File: src/rtl/lif_neuron_dual_core.sv
`default_nettype none
// ============================================================================
// Module   : lif_neuron_dual_core
// Brief    : Dual-input leaky integrate-and-fire neuron. Two binary spike
//            channels are weighted into an 8-bit saturating membrane, a
//            periodic leak is applied, a spike fires on threshold crossing
//            and a refractory period follows.
// Revision : 1.0 - initial release
// ============================================================================
module lif_neuron_dual_core #(
  parameter int         REFRACTORY_CYCLES = 4,
  parameter logic [7:0] RESET_POTENTIAL   = 8'd0
) (
  input  logic       clk,
  input  logic       reset,
  input  logic       enable,
  input  logic       chan_a,
  input  logic       chan_b,
  input  logic [2:0] weight_a,
  input  logic [2:0] weight_b,
  input  logic [7:0] leak_rate,
  input  logic [7:0] threshold,
  input  logic [3:0] leak_cycles,
  input  logic       params_ready,
  output logic       spike_out,
  output logic [7:0] membrane_potential,
  output logic [7:0] spike_count,
  output logic [1:0] neuron_state
);

  typedef enum logic [1:0] {
    ST_IDLE       = 2'd0,
    ST_ACCUMULATE = 2'd1,
    ST_REFRACTORY = 2'd2
  } state_t;

  // Refractory counter is 8 bits wide; REFRACTORY_CYCLES must fit in 0..255.
  localparam logic [7:0] C_REF_LOAD = 8'(REFRACTORY_CYCLES);

  state_t      state_q,    state_d;
  logic [7:0]  membrane_q, membrane_d;
  logic [7:0]  count_q,    count_d;
  logic [3:0]  leak_cnt_q, leak_cnt_d;
  logic [7:0]  ref_cnt_q,  ref_cnt_d;
  logic        spike_q,    spike_d;

  logic [9:0]  sum_ext;
  logic [7:0]  sum_sat;
  logic [7:0]  sum_final;
  logic        leak_event;

  // State registers with synchronous reset taking priority over everything.
  always_ff @(posedge clk) begin
    if (reset) begin
      state_q    <= ST_IDLE;
      membrane_q <= 8'd0;
      count_q    <= 8'd0;
      leak_cnt_q <= 4'd0;
      ref_cnt_q  <= 8'd0;
      spike_q    <= 1'b0;
    end else begin
      state_q    <= state_d;
      membrane_q <= membrane_d;
      count_q    <= count_d;
      leak_cnt_q <= leak_cnt_d;
      ref_cnt_q  <= ref_cnt_d;
      spike_q    <= spike_d;
    end
  end

  // Integrate/leak/fire datapath and next-state decision.
  always_comb begin
    state_d    = state_q;
    membrane_d = membrane_q;
    count_d    = count_q;
    leak_cnt_d = leak_cnt_q;
    ref_cnt_d  = ref_cnt_q;
    spike_d    = 1'b0;

    // Weighted sum held at 10 bits so saturation can be detected.
    sum_ext = {2'b00, membrane_q}
            + {7'd0, (chan_a ? weight_a : 3'd0)}
            + {7'd0, (chan_b ? weight_b : 3'd0)};
    sum_sat = (sum_ext > 10'd255) ? 8'd255 : sum_ext[7:0];

    // The >= lets a shrinking leak period still trigger instead of wrapping.
    leak_event = (leak_cycles != 4'd0) && (leak_cnt_q >= (leak_cycles - 4'd1));
    if (leak_event) begin
      sum_final = (sum_sat >= leak_rate) ? (sum_sat - leak_rate) : 8'd0;
    end else begin
      sum_final = sum_sat;
    end

    if (enable) begin
      case (state_q)
        ST_IDLE: begin
          leak_cnt_d = 4'd0;
          if (params_ready) begin
            state_d = ST_ACCUMULATE;
          end
        end

        ST_ACCUMULATE: begin
          if (!params_ready) begin
            // Losing parameters overrides any integration on this edge.
            state_d    = ST_IDLE;
            leak_cnt_d = 4'd0;
            ref_cnt_d  = 8'd0;
          end else begin
            if (leak_event) begin
              leak_cnt_d = 4'd0;
            end else if (leak_cycles != 4'd0) begin
              leak_cnt_d = leak_cnt_q + 4'd1;
            end else begin
              leak_cnt_d = 4'd0;
            end

            if (sum_final >= threshold) begin
              spike_d    = 1'b1;
              membrane_d = RESET_POTENTIAL;
              count_d    = count_q + 8'd1;
              leak_cnt_d = 4'd0;
              if (REFRACTORY_CYCLES != 0) begin
                state_d   = ST_REFRACTORY;
                ref_cnt_d = C_REF_LOAD;
              end
            end else begin
              membrane_d = sum_final;
            end
          end
        end

        ST_REFRACTORY: begin
          if (!params_ready) begin
            state_d    = ST_IDLE;
            leak_cnt_d = 4'd0;
            ref_cnt_d  = 8'd0;
          end else begin
            membrane_d = RESET_POTENTIAL;
            leak_cnt_d = 4'd0;
            if (ref_cnt_q <= 8'd1) begin
              state_d   = ST_ACCUMULATE;
              ref_cnt_d = 8'd0;
            end else begin
              ref_cnt_d = ref_cnt_q - 8'd1;
            end
          end
        end

        default: begin
          state_d    = ST_IDLE;
          leak_cnt_d = 4'd0;
          ref_cnt_d  = 8'd0;
        end
      endcase
    end
  end

  assign spike_out          = spike_q;
  assign membrane_potential = membrane_q;
  assign spike_count        = count_q;
  assign neuron_state       = state_q;

endmodule
`default_nettype wire
File: config.mk
export PLATFORM = sky130hd
export DESIGN_NAME = lif_neuron_dual_core
export DESIGN_NICKNAME = d
export VERILOG_FILES = /design/src/rtl/lif_neuron_dual_core.sv
export SDC_FILE = /design/constraint.sdc
export NUM_CORES = 1
export LEC_CHECK = 0
export ABC_AREA = 1
export BUFFER_PORTS_ARGS = -buffer_cell sky130_fd_sc_hd__buf_2
export CAP_MARGIN = 20
export CORE_UTILIZATION = 41
export CTS_CLUSTER_DIAMETER = 80
export DETAILED_ROUTE_END_ITERATION = 8
export PLACE_DENSITY = 0.63
export SKIP_CTS_REPAIR_TIMING = 1
export SLEW_MARGIN = 20
export SYNTH_ARGS = -nofsm -noshare
export SYNTH_HDL_FRONTEND = slang
export SYNTH_SLANG_ARGS = --single-unit
File: constraint.sdc
create_clock -name clk -period 7.3 [get_ports clk]
set_input_delay 0.365 -clock clk [delete_from_list [all_inputs] [get_ports clk]]
set_output_delay 0.365 -clock clk [all_outputs]
set_load 0.01 [all_outputs]
==> metrics, run 1 <==
outcome=finished clean; synth warn=0; syn avg cell area=6.40 sq um; classification of the worst-slack hold path=reg -> reg; Remaining Overflow, GRT=0; Diodes inserted=0; transition time at the pin with the least slew margin=0.442 ns; insertion delay to the later sink of the worst-skew pair=0.29 ns; Relative slew margins=70.5%; antenna-violating nets left=0; number of nets produced by synthesis=526; worst reg2reg path startpoint=membrane_potential[1]; share of synthesized registers carrying an async set or reset=0%; Post-layout nets=580; Max VDD drop=92.1 uV; DRC violation total after the first TritonRoute iteration=143; GRT Overall Usage=17.8%; Cells after Synth=456; final setup violating endpoints=0; Switching Fraction=33.9%; area of the die=0.00746 sq mm; critical path startpoint=membrane_potential[1]; Comb power frac=31.3%; leak pwr=1.89 nW; summed instance area of the synthesized netlist=0.00292 sq mm; min Tclk post-route=4.68 ns; effective utilization at floorplan=42.7%; global-route wire length before repair=10.8 mm; MaxCap Viol Count=0; routed wire length per instance=10.7 microns; total count of hold-check failures in the final report=0; kind of end point of the critical path=flop; sequential share of power=35.1%; launch instance of the worst min-delay path=membrane_potential[1]; net switching power figure=0.174 mW; vias post-DR=2870; unrepaired setup endpoints after global routing=false; Ports=51; antenna violations before repair=0; number of detailed-routing iterations run before antenna repair=4; most common cell after layout, fill and taps aside=nand2_1; placed cells=599; Yosys top cell area share=21.3%; standard-cell row count=30; WP data arrival=4.87 ns; share of total power in the clock network=33.6%; CTS Root Cell=clkbuf_8; Sinks on Clock Net=31; post-route setup TNS=0 ns; total half-perimeter wirelength after legalization and detailed placement=5.32 mm; final weighted congestion in routability-driven placement=0.886; largest cells by area after synthesis=dfxtp_1 21%, nand2_1 15%, ha_1 14%, inv_1 11%, nand3_1 7.2%; Synth-to-Final Area Change=16.1%; Die Y=86.4 microns; post-layout power=0.513 mW; number of pins with negative max-slew slack in the final report=0; Distinct cells, synth=32; share of the clock period used by the worst path after layout=64.1%; largest net degree at the start of global routing=23; filler cell count in the final layout=736; Most used DFF post-synth=dfxtp_1; commonest cells after routing, fill and taps aside=120 x nand2_1, 83 x inv_1, 50 x buf_2; TritonCTS clock tree=done; Critical Path Source Type=flop; cell internal pwr=0.339 mW; fraction of final layout cells with drive strength greater than 1=16.2%; peak clock frequency supported by timing=214 MHz; Power Dens Cells=151 mW/mm^2; number of enable-type register cells in the synthesized netlist=0; vias in the first global route=2475; fraction of the yosys area taken by sequential cells=21.3%; post-detailed-route via-to-cell ratio=4.73; largest driver fanout on the critical path=8; class of the most critical setup path=reg -> reg; Core ar.=0.00683 sq mm; number of buffers inserted by port buffering=50; Post-DP Area=0.00328 sq mm; final routed wirelength across all metal layers=6.50 mm; register clock-pin slew on the reported worst setup and hold paths=0.07 ns; remaining routing DRC violations=0; tightest hold margin=0.481 ns; non-filler instance count after layout=607; die outline width=86.4 microns; largest clock skew in the final design=0.00907 ns; H-tree levels=2; clock buffer count from CTS=5; Final Instance Area=0.00339 sq mm; required arrival time at the worst endpoint=7.49 ns; cell type contributing the most total cell area after synthesis=dfxtp_1; maximum count of clock buffers along a single path=2; flip-flop and latch count after synthesis=31
[power by group through the flow]
stage | Combinational [mW] | Sequential [mW] | Clock, mW
2_1_floorplan | 0.121 | 0.184 | 0
3_3_place_gp | 0.160 | 0.184 | 0
3_5_place_dp | 0.161 | 0.184 | 0
4_1_cts | 0.162 | 0.180 | 0.178
5_1_grt | 0.186 | 0.181 | 0.185
6_report | 0.161 | 0.180 | 0.173
[path summary, 6_finish.rpt]
check,end,slack (ns),depth (start not counted)
max,ref_cnt_q[0],2.62,27
min,membrane_potential[1],0.48,2
max reg2reg,ref_cnt_q[0],2.62,27
min reg2reg,membrane_potential[1],0.48,2
[area by class of cell]
class | instances | area [sq um] | share of cell area [%]
clock inverters | 3 | 43.8 | 1.29
well taps | 96 | 120 | 3.54
flip-flops and latches | 31 | 621 | 18.3
repair buffers | 50 | 250 | 7.38
inverters | 87 | 328 | 9.67
clock buffers | 5 | 68.8 | 2.03
multi-input cells | 335 | 1960 | 57.8
[cells in the mapped netlist (7+ instances only)]
cell type  instances
nand2_1          120
inv_1             83
nand3_1           42
a21oi_1           33
ha_1              33
dfxtp_1           31
nor2_1            31
o21ai_0            9
nand4_1            8
xnor2_1            8
xor2_1             8
and2_1             7
nand2_2            7
[registers in the layout (all words and copies together), names as in the netlist]
name	count
spike_count	8
spike_out	1
ref_cnt_q	8
leak_cnt_q	4
neuron_state	2
membrane_potential	8
[worst max-delay path, stage by stage, from the launching register on]
cell and delay [ns]:
dfxtp_1 0.34, inv_1 0.06, fa_1 0.54, inv_1 0.04, ha_1 0.23, fa_1 0.41
nand3_1 0.10, nand2_1 0.10, xnor2_1 0.20, nand2_1 0.10, ha_1 0.34, nand2_1 0.09
nand2_1 0.06, a21oi_1 0.17, nand3_2 0.18, nand3_1 0.13, nand2_1 0.07, and2_1 0.16
ha_1 0.28, nand2_1 0.06, inv_1 0.03, nor2_1 0.08, o21a_1 0.17, nand3_2 0.17
nand2_2 0.18, inv_2 0.08, o21ai_0 0.15, nor2_1 0.05
[kinds of logic (layout without fill, tap and decap cells)]
group	Yosys count	count (layout)	share of synthesized area [%]
flip-flops	31	31	21.3
adder cells (fa/ha/maj)	38	38	17.6
buffers and inverters	90	145	11.7
AND/OR/NAND/NOR	231	231	35.7
XOR/XNOR	16	16	4.80
AO/OA/AOI/OAI	50	50	9.04
[layer usage]
metal / GRT usage [%] / vias up / wire, microns
met5: 0 / - / 0
met4: 3.33 / 0 / 36
met3: 3.90 / 4 / 302
met2: 29.5 / 54 / 3010
met1: 24.0 / 1271 / 3150
li1: - / 1541 / -
[through the flow]
step,worst slack (ns),util [%]
6_report,2.62,49.6
5_1_grt,2.22,49.6
4_1_cts,2.60,49.6
3_5_place_dp,2.50,48.0
3_3_place_gp,2.58,48.0
2_1_floorplan,3.02,-
No activity file was read; power rests on OpenSTA's default activity.
==> run 2: changes to the inputs <==
PLACE_DENSITY = 0.65   (was 0.63)
clock period = 4 ns   (was 7.3 ns; I/O delays follow)
==> run 2 against run 1 <==
The run now ends with negative setup slack left; global-route usage is 2.3 points higher; via count is 9.7% higher; flip-flop and latch count stayed put; clock-buffer cell count stayed put; combinational power grew to 2.6 times the previous value; design area is 23% higher; largest power group is now combinational cells.
==> metrics, run 2 (synthesized netlist as in run 1, its figures left out) <==
R2R Setup Slk=-0.29 ns (-2.91 ns); PnR worst setup slack=-0.293 ns (-2.91 ns); Diodes inserted=0 (unchanged); post-layout power=1.00 mW (+95%); share of total power in the clock network=25.3% (-8.3 points); transition time at the pin with the least slew margin=0.640 ns (+0.198 ns); kind of end point of the critical path=flop; pre-CTS WS=-0.377 ns (-2.88 ns); Sinks on Clock Net=31 (unchanged); worst reg2reg path startpoint=membrane_potential[1]; MaxCap Viol Count=0 (unchanged); destination of the worst hold path=ref_cnt_q[4]; failing checks=negative setup slack; clock buffer count from CTS=5 (unchanged); min Tclk post-route=4.29 ns (-0.388 ns); GRT Overall Usage=20.1% (+2.3 points); largest driver fanout on the critical path=8 (unchanged); Critical Path Source Type=flop; Ports=51 (unchanged); final routed wirelength across all metal layers=7.96 mm (+23%); standard-cell row count=30 (unchanged); peak clock frequency supported by timing=233 MHz (+9.0%); Relative slew margins=57.2% (-13 points); maximum count of clock buffers along a single path=2 (unchanged); number of detailed-routing iterations run before antenna repair=4 (unchanged); CTS Root Cell=clkbuf_8; routed wire length per instance=12.3 microns (+15%); global routing usage on met3=4.00% (+0.095 points); vias in the first global route=2910 (+18%); number of buffers inserted by port buffering=50 (unchanged); net switching power figure=0.379 mW (+120%); antenna-violating nets left=0 (unchanged); WP data arrival=4.51 ns (-0.36 ns); antenna violations before repair=0 (unchanged); Die Y=86.4 microns (unchanged); sequential share of power=32.8% (-2.3 points); global-route wire length before repair=12.1 mm (+12%); Layout Utilization=61.1% (+12 points); grt met2 use=37.5% (+8.0 points); area of the die=0.00746 sq mm (unchanged); cell internal pwr=0.623 mW (+84%); largest net degree at the start of global routing=23 (unchanged); Switching Fraction=37.8% (+3.9 points); vias post-DR=3148 (+9.7%); class of the most critical setup path=reg -> reg; Synth-to-Final Area Change=43.0%; launch instance of the worst min-delay path=params_ready; Remaining Overflow, GRT=0 (unchanged); insertion delay to the later sink of the worst-skew pair=0.29 ns (about the same); total half-perimeter wirelength after legalization and detailed placement=5.79 mm (+8.9%); most common cell after layout, fill and taps aside=nand2_1; final weighted congestion in routability-driven placement=0.853 (-3.6%); tightest hold margin=0.331 ns (-0.150 ns); Comb power frac=41.9% (+11 points); leak pwr=2.14 nW (+13%); TritonCTS clock tree=done; die outline width=86.4 microns (unchanged); number of pins with negative max-slew slack in the final report=0 (unchanged); Worst Hold Path Cells=5 (+3); Core ar.=0.00683 sq mm (unchanged); commonest cells after routing, fill and taps aside=93 x nand2_1, 78 x inv_1, 50 x buf_2; met1 Use GR=23.7% (-0.23 points); placed cells=629 (+5.0%); effective utilization at floorplan=42.7% (unchanged); non-filler instance count after layout=646 (+6.4%); outcome=finished with violations; capturing point of the worst reg2reg path=membrane_potential[7]; Post-layout nets=619 (+6.7%); register clock-pin slew on the reported worst setup and hold paths=0.07 ns (about the same); Power Dens Cells=240 mW/mm^2 (+58%); fraction of final layout cells with drive strength greater than 1=38.4% (+22 points); classification of the worst-slack hold path=in -> reg; Most Crowded Layer GR=met2; final setup violating endpoints=31 (+31); post-detailed-route via-to-cell ratio=4.87 (+3.1%); share of the clock period used by the worst path after layout=107% (+43 points); critical path startpoint=membrane_potential[1]; H-tree levels=2 (unchanged); total count of hold-check failures in the final report=0 (unchanged); Max VDD drop=176 uV (+91%); length in cells of the worst reg-to-reg path=27 (unchanged); DRC violation total after the first TritonRoute iteration=141 (-1.4%); unrepaired setup endpoints after global routing=true; largest clock skew in the final design=0.00737 ns (-0.00170 ns); remaining routing DRC violations=0 (unchanged); required arrival time at the worst endpoint=4.22 ns (-3.27 ns)
[run 2: stage by stage]
| step | TNS [ns] | cell area, sq um |
|---|---|---|
| floorplan | 0 | 2990 |
| global placement | -9.10 | 3570 |
| detailed placement | -10.53 | 3570 |
| CTS | -11.20 | 3660 |
| global route | -12.94 | 4180 |
| finish | -7.45 | 4180 |
[run 2: worst max path at each step]
stage / to / slack, ns / depth (start not counted)
floorplan: spike_count[0] / 0.002 / 27
global placement: membrane_potential[3] / -0.34 / 26
detailed placement: spike_count[0] / -0.38 / 27
CTS: membrane_potential[7] / -0.40 / 26
global route: ref_cnt_q[0] / -0.48 / 28
finish: membrane_potential[7] / -0.29 / 27
[run 2: worst max-delay path: stages, from the launching register on]
cell	delay [ns]
dfxtp_2	0.33
inv_2	0.03
fa_1	0.47
inv_1	0.05
ha_2	0.20
fa_2	0.38
nand3_2	0.10
nand2_4	0.08
xnor2_4	0.15
nand2_2	0.09
ha_4	0.27
nand2_2	0.06
nand2_2	0.07
a21oi_4	0.18
nand3_4	0.16
nand2_2	0.11
nand2_2	0.07
and2_4	0.18
ha_4	0.24
nand2_2	0.06
nand3_2	0.08
nand2_1	0.07
nand2_1	0.06
nand2_2	0.11
nand2_4	0.08
nor2_4	0.28
nand3_2	0.12
a21oi_2	0.14
[run 2: power groups by stage]
stage               clock network, mW  registers [mW]  logic [mW]
floorplan                           0           0.336       0.229
global placement                    0           0.335       0.328
detailed placement                  0           0.335       0.333
CTS                             0.260           0.328       0.336
global route                    0.270           0.330       0.465
finish                          0.254           0.328       0.420
[run 2: metal layers]
metal / part of all wire (%) / vias up / wire length (microns)
li1: - / 1626 / -
met1: 43 / 1439 / 3420
met2: 52 / 73 / 4110
met3: 4.4 / 10 / 350
met4: 1.0 / 0 / 82
met5: 0 / - / 0
[run 2: layout make-up]
| type | instances | area, sq um |
|---|---|---|
| Timing Repair Buffer | 87 | 552 |
| Clock buffer | 5 | 68.8 |
| Clock inverter | 3 | 20.0 |
| Sequential cell | 31 | 622 |
| Multi-Input combinational cell | 336 | 2440 |
| Tap cell | 96 | 120 |
| Timing Repair inverter | 1 | 8.76 |
| Fill cell | 626 | 2660 |
| Inverter | 87 | 347 |
